==> config.mk <==
export PLATFORM = sky130hd
export DESIGN_NAME = uart_master
export DESIGN_NICKNAME = d
export VERILOG_FILES = /design/src/rtl/uart_pkg.sv /design/src/rtl/uart_tx_fifo.sv /design/src/rtl/uart_master.sv
export SDC_FILE = /design/constraint.sdc
export NUM_CORES = 1
export LEC_CHECK = 0
export ABC_CLOCK_PERIOD_IN_PS = 2400
export BUFFER_PORTS_ARGS = -buffer_cell sky130_fd_sc_hd__buf_2
export CAP_MARGIN = 20
export CORE_UTILIZATION = 57
export DETAILED_ROUTE_END_ITERATION = 8
export GPL_TIMING_DRIVEN = 0
export PLACE_DENSITY = 0.76
export SYNTH_ARGS = -nofsm -noshare
export SYNTH_HDL_FRONTEND = slang
export SYNTH_HIERARCHICAL = 1
export SYNTH_SLANG_ARGS = --single-unit
==> constraint.sdc <==
create_clock -name clk_tx -period 2.4 [get_ports clk_tx]
set_clock_uncertainty 0.05 [all_clocks]
set_input_delay 0 -clock clk_tx [delete_from_list [all_inputs] [get_ports clk_tx]]
set_output_delay 0 -clock clk_tx [all_outputs]
set_load 0.005 [all_outputs]
==> src/rtl/uart_pkg.sv <==
// Shared types and helpers for the UART transmit path.
// The parity definition must stay identical to the one the receiver uses.
package uart_pkg;

    localparam int unsigned UART_DATA_W = 8;

    typedef enum logic [2:0] {
        IDLE,
        START,
        DATA,
        PARITY,
        STOP
    } uart_state_e;

    function automatic logic uart_parity(input logic [UART_DATA_W-1:0] data);
        return ^data;
    endfunction

endpackage

==> src/rtl/uart_tx_fifo.sv <==
// Byte FIFO that buffers bus writes ahead of the serialiser.
// Pushes are dropped while full and pops are ignored while empty.
module uart_tx_fifo
    import uart_pkg::*;
#(
    parameter int unsigned FIFO_DEPTH = 4
) (
    input  logic                               clk_i,
    input  logic                               rst_ni,
    input  logic                               push_i,
    input  logic [UART_DATA_W-1:0]             data_i,
    input  logic                               pop_i,
    output logic [UART_DATA_W-1:0]             data_o,
    output logic                               full_o,
    output logic                               empty_o,
    output logic [$clog2(FIFO_DEPTH+1)-1:0]    count_o
);

    localparam int unsigned PtrW = $clog2(FIFO_DEPTH);
    localparam int unsigned CntW = $clog2(FIFO_DEPTH + 1);

    logic [UART_DATA_W-1:0] mem_q [FIFO_DEPTH];
    logic [PtrW-1:0]        wr_ptr_q, wr_ptr_d;
    logic [PtrW-1:0]        rd_ptr_q, rd_ptr_d;
    logic [CntW-1:0]        count_q, count_d;
    logic                   do_push, do_pop;

    assign full_o  = (count_q == CntW'(FIFO_DEPTH));
    assign empty_o = (count_q == '0);
    assign count_o = count_q;
    assign data_o  = mem_q[rd_ptr_q];
    assign do_push = push_i && !full_o;
    assign do_pop  = pop_i && !empty_o;

    always_comb begin
        wr_ptr_d = wr_ptr_q + PtrW'(do_push);
        rd_ptr_d = rd_ptr_q + PtrW'(do_pop);
        count_d  = count_q;
        case ({do_push, do_pop})
            2'b10:   count_d = count_q + CntW'(1);
            2'b01:   count_d = count_q - CntW'(1);
            default: count_d = count_q;
        endcase
    end

    always_ff @(posedge clk_i) begin
        if (!rst_ni) begin
            wr_ptr_q <= '0;
            rd_ptr_q <= '0;
            count_q  <= '0;
        end else begin
            wr_ptr_q <= wr_ptr_d;
            rd_ptr_q <= rd_ptr_d;
            count_q  <= count_d;
        end
    end

    // Storage needs no reset: occupancy alone decides what is valid.
    always_ff @(posedge clk_i) begin
        if (do_push) begin
            mem_q[wr_ptr_q] <= data_i;
        end
    end

endmodule

==> src/rtl/uart_master.sv <==
// UART transmitter: buffers bus bytes and serialises start, 8 data bits LSB first,
// even-sum parity and stop bit(s), chaining frames back to back while data is queued.
module uart_master
    import uart_pkg::*;
#(
    parameter int unsigned CLKS_PER_BIT = 1,
    parameter int unsigned FIFO_DEPTH   = 4,
    parameter int unsigned STOP_BITS    = 1
) (
    input  logic                               clk_tx,
    input  logic                               rst_tx_n,
    input  logic                               en_tx,
    input  logic [UART_DATA_W-1:0]             tx_data,
    input  logic                               tx_valid,
    output logic                               tx_ready,
    output logic                               u_tx,
    output logic                               u_tx_busy,
    output logic                               u_tx_done,
    output logic [$clog2(FIFO_DEPTH+1)-1:0]    fifo_count
);

    localparam int unsigned StopCycles = STOP_BITS * CLKS_PER_BIT;
    localparam int unsigned BaudW      = $clog2(StopCycles + 1);
    localparam logic [BaudW-1:0] BitLast  = BaudW'(CLKS_PER_BIT - 1);
    localparam logic [BaudW-1:0] StopLast = BaudW'(StopCycles - 1);

    uart_state_e            state_q, state_d;
    logic [BaudW-1:0]       baud_q, baud_d;
    logic [UART_DATA_W-1:0] shift_q, shift_d;
    logic [2:0]             bit_idx_q, bit_idx_d;
    logic                   parity_q, parity_d;
    logic                   tx_q, tx_d;
    logic                   done_q, done_d;

    logic                   fifo_full, fifo_empty, fifo_pop;
    logic [UART_DATA_W-1:0] fifo_head;
    logic                   can_start, bit_end, stop_end;

    uart_tx_fifo #(
        .FIFO_DEPTH(FIFO_DEPTH)
    ) u_fifo (
        .clk_i   (clk_tx),
        .rst_ni  (rst_tx_n),
        .push_i  (tx_valid),
        .data_i  (tx_data),
        .pop_i   (fifo_pop),
        .data_o  (fifo_head),
        .full_o  (fifo_full),
        .empty_o (fifo_empty),
        .count_o (fifo_count)
    );

    assign tx_ready  = !fifo_full;
    assign u_tx      = tx_q;
    assign u_tx_busy = (state_q != IDLE);
    assign u_tx_done = done_q;

    assign can_start = !fifo_empty && en_tx;
    assign bit_end   = (baud_q == BitLast);
    // The stop phase reuses the baud counter across all stop bits as one long interval.
    assign stop_end  = (baud_q == StopLast);

    always_comb begin
        state_d   = state_q;
        baud_d    = baud_q;
        shift_d   = shift_q;
        bit_idx_d = bit_idx_q;
        parity_d  = parity_q;
        tx_d      = tx_q;
        done_d    = 1'b0;
        fifo_pop  = 1'b0;
        case (state_q)
            IDLE: begin
                tx_d = 1'b1;
                if (can_start) begin
                    fifo_pop = 1'b1;
                    shift_d  = fifo_head;
                    parity_d = uart_parity(fifo_head);
                    baud_d   = '0;
                    state_d  = START;
                    tx_d     = 1'b0;
                end
            end
            START: begin
                if (bit_end) begin
                    baud_d    = '0;
                    bit_idx_d = '0;
                    state_d   = DATA;
                    tx_d      = shift_q[0];
                end else begin
                    baud_d = baud_q + BaudW'(1);
                end
            end
            DATA: begin
                if (bit_end) begin
                    baud_d = '0;
                    if (bit_idx_q == 3'd7) begin
                        state_d = PARITY;
                        tx_d    = parity_q;
                    end else begin
                        bit_idx_d = bit_idx_q + 3'd1;
                        shift_d   = shift_q >> 1;
                        tx_d      = shift_q[1];
                    end
                end else begin
                    baud_d = baud_q + BaudW'(1);
                end
            end
            PARITY: begin
                if (bit_end) begin
                    baud_d  = '0;
                    state_d = STOP;
                    tx_d    = 1'b1;
                end else begin
                    baud_d = baud_q + BaudW'(1);
                end
            end
            STOP: begin
                if (stop_end) begin
                    done_d = 1'b1;
                    baud_d = '0;
                    if (can_start) begin
                        fifo_pop = 1'b1;
                        shift_d  = fifo_head;
                        parity_d = uart_parity(fifo_head);
                        state_d  = START;
                        tx_d     = 1'b0;
                    end else begin
                        state_d = IDLE;
                        tx_d    = 1'b1;
                    end
                end else begin
                    baud_d = baud_q + BaudW'(1);
                end
            end
            default: begin
                state_d = IDLE;
                tx_d    = 1'b1;
            end
        endcase
    end

    always_ff @(posedge clk_tx) begin
        if (!rst_tx_n) begin
            state_q   <= IDLE;
            baud_q    <= '0;
            shift_q   <= '0;
            bit_idx_q <= '0;
            parity_q  <= 1'b0;
            tx_q      <= 1'b1;
            done_q    <= 1'b0;
        end else begin
            state_q   <= state_d;
            baud_q    <= baud_d;
            shift_q   <= shift_d;
            bit_idx_q <= bit_idx_d;
            parity_q  <= parity_d;
            tx_q      <= tx_d;
            done_q    <= done_d;
        end
    end

endmodule

==> results.sh, run 1 <==
export IMPL_number_of_standard_cell_rows_in_the_floorplan=23
export IMPL_critical_path_arrival_ns=2.43
export IMPL_area_growth_synth_to_final_pct=17.06
export IMPL_tritoncts_clock_tree="done"
export IMPL_detailedRoute_firstIterationViolations=69
export IMPL_report_final_hold_viol_count=0
export IMPL_coreArea_sq_mm=0.004058
export IMPL_number_of_cells_on_the_worst_hold_path=4
export IMPL_cts_clk_slew_worst_paths_ns=0.10
export IMPL_timing_reg2reg_setup_slack_ns=0.17
export IMPL_timing_critical_path_fanout_max=9
export IMPL_rr_worst_depth=9
export IMPL_htree_num_levels=2
export IMPL_leakagePower_nw=1.108
export IMPL_drv_slew=0
export IMPL_layoutNonFillerInstCount=258
export IMPL_clk_path_buf_depth=2
export IMPL_setup_repair_after_global_routing_missed_its_margin="false"
export IMPL_final_hold_worst_slack_ns=0.1149
export IMPL_clock_latency_ns=0.31
export IMPL_placedCellCount=238
export IMPL_synth_seq_area_share_pct=59.38
export IMPL_timing_max_cap_violations=0
export IMPL_layout_filler_cells=284
export IMPL_grt_start_max_net_pins=20
export IMPL_area_fraction_of_the_dominant_cell_type_after_synthesis_pct=39.59
export IMPL_synthesis_area_per_instance_sq_um=14.53
export IMPL_syn_std_cell_area_sq_mm=0.002427
export IMPL_cts_root_buf="clkbuf_8"
export IMPL_cts_num_sinks=56
export IMPL_die_area_sq_mm=0.004523
export IMPL_hp_class="input pin to register"
export IMPL_grt_remaining_overflow=0
export IMPL_grt_pass1_vias=1376
export IMPL_vias=1412
export IMPL_vdd_ir_max_v=0.0005709
export IMPL_timing_critical_path_required_ns=2.59
export IMPL_routed_wl_mm=4.014
export IMPL_worstReg2RegStart="state_q[0]$_SDFFE_PN0P_"
export IMPL_power_density_mw_per_mm2=907.5
export IMPL_buffer_ports_inserted=18
export IMPL_n_antenna_cell=0
export IMPL_post_route_drc_count=0
export IMPL_drtPass1Iterations=5
export IMPL_vias_per_cell=5.473
export IMPL_ys_seq_elements=56
export IMPL_setup_worst_path_end_class="register"
export IMPL_outcome="completed"
export IMPL_worst_setup_path_type="register to register"
export IMPL_timing_rr_end="u_fifo/count_o[2]$_SDFFE_PN0P_"
export IMPL_yosys_top_cells_area="edfxtp_1 40%, dfxtp_1 20%, mux4_2 7.4%, mux2i_1 3.7%, xnor2_1 3.2%"
export IMPL_global_route_usage_total_pct=20.39
export IMPL_final_layout_size_suffix_gt1_share_pct=28.37
export IMPL_slew_headroom_pct=53.58
export IMPL_layout_nets=225
export IMPL_synth_yosys_warnings=6
export IMPL_ys_types=35
export IMPL_min_period_ns=2.233
export IMPL_finalCritPeriodShare_pct=93.05
export IMPL_max_freq_ghz=0.4478
export IMPL_dpl_hpwl_mm=2.817
export IMPL_least_margin_pin_slew_ns=0.6937
export IMPL_layout_core_utilization_pct=70.03
export IMPL_number_of_antenna_violations_at_the_first_check_in_global_routing=0
export IMPL_synthesis_nets=185
export IMPL_die_h_microns=67.26
export IMPL_setup_viol=0
export IMPL_setup_tns_final_ns=0
export IMPL_end_point_of_the_worst_hold_path="state_q[0]$_SDFFE_PN0P_"
export IMPL_tritoncts_num_buffers=5
export IMPL_ant_nets=0
export IMPL_synth_top_cell_by_area="edfxtp_1"
export IMPL_min_from="en_tx"
export IMPL_start_kind="register"
export IMPL_routabilityCongestion=0.8327
export IMPL_synthCells=167
export IMPL_pin_count=19
export IMPL_grt_pass1_wl_mm=6.444
export IMPL_post_detailed_route_wirelength_per_cell_microns=15.56
export IMPL_chipWidth_microns=67.26
export IMPL_initial_utilization_pct=59.82
==> what timing repair did <==
action | CTS | global route
endpoints found under the hold margin | 33 | 0
gates cloned | 0 | 0
hold buffers | 9 | 0
setup endpoints to repair | 1 | 1
buffers inserted | 3 | 0
resized for setup | 6 | 4
pin swaps | 1 | 2
==> worst max-delay path by stage <==
stage | start | end | slack [ns] | depth (start not counted)
after detailed placement | u_fifo/count_o[0]$_SDFFE_PN0P_ | u_fifo/count_o[2]$_SDFFE_PN0P_ | -0.20 | 9
after floorplan | u_fifo/count_o[0]$_SDFFE_PN0P_ | u_fifo/count_o[2]$_SDFFE_PN0P_ | 0.11 | 9
after global routing | state_q[0]$_SDFFE_PN0P_ | u_fifo/count_o[2]$_SDFFE_PN0P_ | 0.05 | 9
after CTS | u_fifo/count_o[2]$_SDFFE_PN0P_ | u_fifo/count_o[2]$_SDFFE_PN0P_ | 0.01 | 9
after global placement | u_fifo/count_o[0]$_SDFFE_PN0P_ | u_fifo/count_o[2]$_SDFFE_PN0P_ | -0.13 | 9
final | state_q[0]$_SDFFE_PN0P_ | u_fifo/count_o[2]$_SDFFE_PN0P_ | 0.17 | 9
==> routing by layer <==
layer  part of all wire (%)  up-vias  global-route usage (%)
met1                     46      692                   25.65
met4                    1.4        0                   8.511
met2                     50       22                   33.38
li1                       -      693                       -
met5                      0        -                       0
met3                    2.6        5                   5.236
==> cell usage after synthesis <==
| master | n |
|---|---|
| a211o_1 | 1 |
| a21boi_1 | 1 |
| a21oi_1 | 2 |
| a22oi_1 | 2 |
| and2_1 | 7 |
| and2b_1 | 1 |
| and3_1 | 1 |
| buf_2 | 1 |
| buf_4 | 1 |
| buf_6 | 5 |
| clkbuf_1 | 1 |
| dfxtp_1 | 24 |
| edfxtp_1 | 32 |
| fa_1 | 1 |
| ha_1 | 5 |
| inv_1 | 5 |
| mux2_2 | 1 |
| mux2i_1 | 9 |
| mux4_2 | 8 |
| nand2_1 | 11 |
| nand2b_4 | 1 |
| nand4bb_1 | 1 |
| nor2_1 | 2 |
| nor2b_1 | 7 |
| nor3_1 | 3 |
| nor3b_1 | 5 |
| nor3b_2 | 2 |
| nor4b_2 | 1 |
| o2111ai_1 | 1 |
| o211a_1 | 7 |
| o21ai_0 | 3 |
| o21ba_1 | 1 |
| or3_1 | 2 |
| xnor2_1 | 9 |
| xor2_1 | 3 |
==> kinds of logic (layout without fill, tap and decap cells) <==
| kind of cell | after synthesis | count (layout) | synth area share, % |
|---|---|---|---|
| xor+xnor | 12 | 12 | 4.330 |
| fa+ha+maj | 6 | 6 | 3.402 |
| buf+inv | 13 | 54 | 3.763 |
| flops | 56 | 56 | 59.38 |
| simple gates | 44 | 44 | 11.55 |
| mux | 18 | 18 | 11.60 |
| compound gates | 18 | 18 | 5.979 |
==> power by group <==
part           total (mW)  switching [mW]  internal [mW]
combinational       0.818           0.385          0.433
clock               0.530           0.316          0.213
sequential           1.23          0.0702           1.16
==> through the flow <==
step	cell area [sq um]	worst slack [ns]	power, mW
after floorplan	2427	0.1094	1.817
after global placement	2580	-0.1295	1.948
after detailed placement	2595	-0.1980	1.989
after CTS	2815	0.01259	2.566
after global routing	2841	0.04794	2.720
final	2841	0.1668	2.579
==> worst max-delay path: stages (launching register included) <==
cell	delay, ns
dfxtp_1	0.31
buf_4	0.16
nor4b_4	0.29
nor2b_4	0.23
ha_4	0.15
inv_1	0.05
fa_2	0.33
xor2_1	0.16
or3_1	0.31
a21boi_1	0.13
==> layout make-up <==
cell class	instances	area [sq um]	share of cell area (%)
sequential	56	1445	50.86
clock buffer	5	68.82	2.422
inverter	5	18.77	0.6605
timing repair buffer	33	217.7	7.662
buffer	8	72.57	2.554
multi-input combinational	98	930.9	32.76
clock inverter	3	25.02	0.8807
tap	50	62.56	2.202
==> state kept, by name (all words and copies together), names as in the netlist <==
signal	flops
u_fifo/mem_q	32
shift_q	8
bit_idx_q	3
state_q	3
u_fifo/count_o	3
u_fifo/rd_ptr_q	2
u_fifo/wr_ptr_q	2
parity_q	1
u_tx	1
u_tx_done	1
==> placed cells by master, fill, tap and decap left out, types with 6 or more instances in the layout <==
cell / n
mux4_2: 8
o211a_1: 7
mux2i_1: 9
buf_2: 22
nand2_1: 11
dfxtp_1: 21
edfxtp_1: 32
xnor2_1: 9
and2_1: 7
dlygate4sd3_1: 9
nor2b_1: 6
(Power assumes the default switching activity.)
==> run 2: changes to the inputs <==
Settings changed: CORE_UTILIZATION 57 to 45, PLACE_DENSITY 0.76 to 0.72.
==> results.sh, run 2 (same netlist as run 1, synthesis figures left out) <==
export IMPL_slew_headroom_pct=46.43
export IMPL_timing_critical_path_fanout_max=9
export IMPL_pin_count=19
export IMPL_crit_path_cell_trace="buf_4, nor4b_4, nor2b_4, ha_4, inv_1, fa_1, xor2_1, or3_1, a21boi_2"
export IMPL_max_incr_delay_on_cp_ns=0.37
export IMPL_detailedRoute_firstIterationViolations=59
export IMPL_timing_critical_path_required_ns=2.60
export IMPL_post_detailed_route_wirelength_per_cell_microns=14.24
export IMPL_global_route_usage_total_pct=16.71
export IMPL_number_of_antenna_violations_at_the_first_check_in_global_routing=0
export IMPL_dpl_hpwl_mm=2.824
export IMPL_chipWidth_microns=75.45
export IMPL_placedCellCount=258
export IMPL_leakagePower_nw=1.116
export IMPL_ant_nets=0
export IMPL_vias=1403
export IMPL_tritoncts_clock_tree="done"
export IMPL_die_h_microns=75.45
export IMPL_hp_class="input pin to register"
export IMPL_cts_num_sinks=56
export IMPL_vdd_ir_max_v=0.0005069
export IMPL_routed_wl_mm=3.959
export IMPL_layout_core_utilization_pct=56.16
export IMPL_final_layout_size_suffix_gt1_share_pct=28.85
export IMPL_power_combinational_fraction_pct=31.6
export IMPL_max_flop_register="u_fifo/mem_q"
export IMPL_coreArea_sq_mm=0.005140
export IMPL_switching_power_uw=773.6
export IMPL_final_common_cell="edfxtp_1"
export IMPL_power_density_mw_per_mm2=897.1
export IMPL_critical_path_arrival_ns=2.52
export IMPL_cts_clk_slew_worst_paths_ns=0.10
export IMPL_power_share_sequential_pct=47.8
export IMPL_area_growth_synth_to_final_pct=18.92
export IMPL_routabilityCongestion=0.7489
export IMPL_drv_slew=0
export IMPL_p_clk_share_pct=20.5
export IMPL_layout_nets=225
export IMPL_max_freq_ghz=0.4312
export IMPL_number_of_standard_cell_rows_in_the_floorplan=26
export IMPL_p_sw_share_pct=29.88
export IMPL_worst_setup_path_type="register to register"
export IMPL_number_of_cells_on_the_worst_hold_path=4
export IMPL_clk_path_buf_depth=2
export IMPL_cp_buffers_inverters=2
export IMPL_min_period_ns=2.319
export IMPL_setup_tns_final_ns=0
export IMPL_cp_top_family="simple AND/OR/NAND/NOR gates"
export IMPL_setup_repair_after_global_routing_missed_its_margin="false"
export IMPL_largest_register_ff_count=32
export IMPL_drtPass1Iterations=4
export IMPL_outcome="completed"
export IMPL_layout_filler_cells=448
export IMPL_finalCritPeriodShare_pct=96.63
export IMPL_least_margin_pin_slew_ns=0.8019
export IMPL_setup_worst_path_end_class="register"
export IMPL_largestRegisters="u_fifo/mem_q: 32 flops, shift_q: 8 flops"
export IMPL_layoutNonFillerInstCount=278
export IMPL_grt_pass1_wl_mm=6.796
export IMPL_grt_pass1_vias=1487
export IMPL_start_kind="register"
export IMPL_buffer_ports_inserted=18
export IMPL_timing_reg2reg_setup_slack_ns=0.08
export IMPL_vias_per_cell=5.047
export IMPL_timing_critical_path_to="u_fifo/count_o[2]$_SDFFE_PN0P_"
export IMPL_die_area_sq_mm=0.005692
export IMPL_rr_worst_depth=9
export IMPL_launch_point_of_the_worst_path="state_q[0]$_SDFFE_PN0P_"
export IMPL_timing_max_cap_violations=0
export IMPL_timing_rr_end="u_fifo/count_o[2]$_SDFFE_PN0P_"
export IMPL_post_route_drc_count=0
export IMPL_initial_utilization_pct=47.22
export IMPL_htree_num_levels=2
export IMPL_worstReg2RegStart="state_q[0]$_SDFFE_PN0P_"
export IMPL_grt_remaining_overflow=0
export IMPL_critical_path_slowest_cell="fa_1"
export IMPL_timing_critical_path_depth=9
export IMPL_report_final_hold_viol_count=0
export IMPL_internal_power_mw=1.816
export IMPL_setup_viol=0
export IMPL_n_antenna_cell=0
export IMPL_cts_root_buf="clkbuf_8"
export IMPL_mostFrequentLayoutCells="32 x edfxtp_1, 21 x dfxtp_1, 19 x buf_2"
export IMPL_tritoncts_num_buffers=5
export IMPL_clock_latency_ns=0.31
export IMPL_grt_start_max_net_pins=20
[run 2: changes by cell type in the layout (fill, tap and decap cells not counted), moves of 2 or more]
cell | previous run | this run
buf_2 | 22 | 19
buf_4 | 4 | 7
dfxtp_4 | 0 | 2
dfxtp_2 | 3 | 1
[run 2: worst reg2reg max path, stage by stage, from the launching register on]
cell	delay, ns
dfxtp_1	0.31
buf_4	0.16
nor4b_4	0.29
nor2b_4	0.23
ha_4	0.15
inv_1	0.05
fa_1	0.37
xor2_1	0.16
or3_1	0.34
a21boi_2	0.14
[run 2: worst min path at each step]
stage | start | to | slack [ns]
final | en_tx | state_q[0]$_SDFFE_PN0P_ | 0.12
after global routing | en_tx | state_q[0]$_SDFFE_PN0P_ | 0.13
after CTS | en_tx | state_q[0]$_SDFFE_PN0P_ | 0.09
after detailed placement | tx_data[4] | u_fifo/mem_q[0][4]$_DFFE_PP_ | 0.17
after global placement | tx_data[5] | u_fifo/mem_q[1][5]$_DFFE_PP_ | 0.16
after floorplan | tx_data[0] | u_fifo/mem_q[0][0]$_DFFE_PP_ | 0.05
[run 2: metrics by stage]
stage | area (sq um) | power, mW | hold WS [ns] | setup slack (ns)
after floorplan | 2427 | 1.817 | 0.04887 | 0.1094
after global placement | 2605 | 1.948 | 0.1580 | -0.1094
after detailed placement | 2628 | 1.995 | 0.1661 | -0.2758
after CTS | 2853 | 2.584 | 0.08691 | 0.001719
after global routing | 2887 | 2.758 | 0.1272 | 0.002165
final | 2887 | 2.589 | 0.1174 | 0.08091
[run 2: power by group through the flow]
| stage | combinational, mW | clock, mW | sequential (mW) |
|---|---|---|---|
| 3_3_place_gp | 0.704 | 0 | 1.24 |
| 4_1_cts | 0.798 | 0.551 | 1.24 |
| 5_1_grt | 0.910 | 0.593 | 1.26 |
| 3_5_place_dp | 0.742 | 0 | 1.25 |
| 2_1_floorplan | 0.579 | 0 | 1.24 |
| 6_report | 0.819 | 0.531 | 1.24 |
[run 2: metal layers]
layer | routed length [microns] | up-vias | track usage (%)
met5 | 0 | - | 0
met4 | 52 | 0 | 5.556
met3 | 117 | 6 | 4.630
met2 | 2172 | 18 | 31.25
met1 | 1616 | 688 | 18.21
li1 | - | 691 | -
[run 2: cell type report]
type,count,area [sq um],share of cell area (%)
clock inverters,3,26.28,0.9103
plain buffers,8,72.57,2.514
multi-input cells,98,937.1,32.47
flip-flops and latches,56,1450,50.24
well taps,70,87.58,3.034
clock buffers,5,68.82,2.384
repair buffers,33,225.2,7.802
inverters,5,18.77,0.6502
[run 2: timing repair]
action,4_1_cts,5_1_grt
hold buffers,9,0
pin swaps,2,1
cloned,0,0
setup buffers,2,1
endpoints found under the hold margin,39,0
gates resized for setup,9,4
endpoints found under the setup margin,2,1
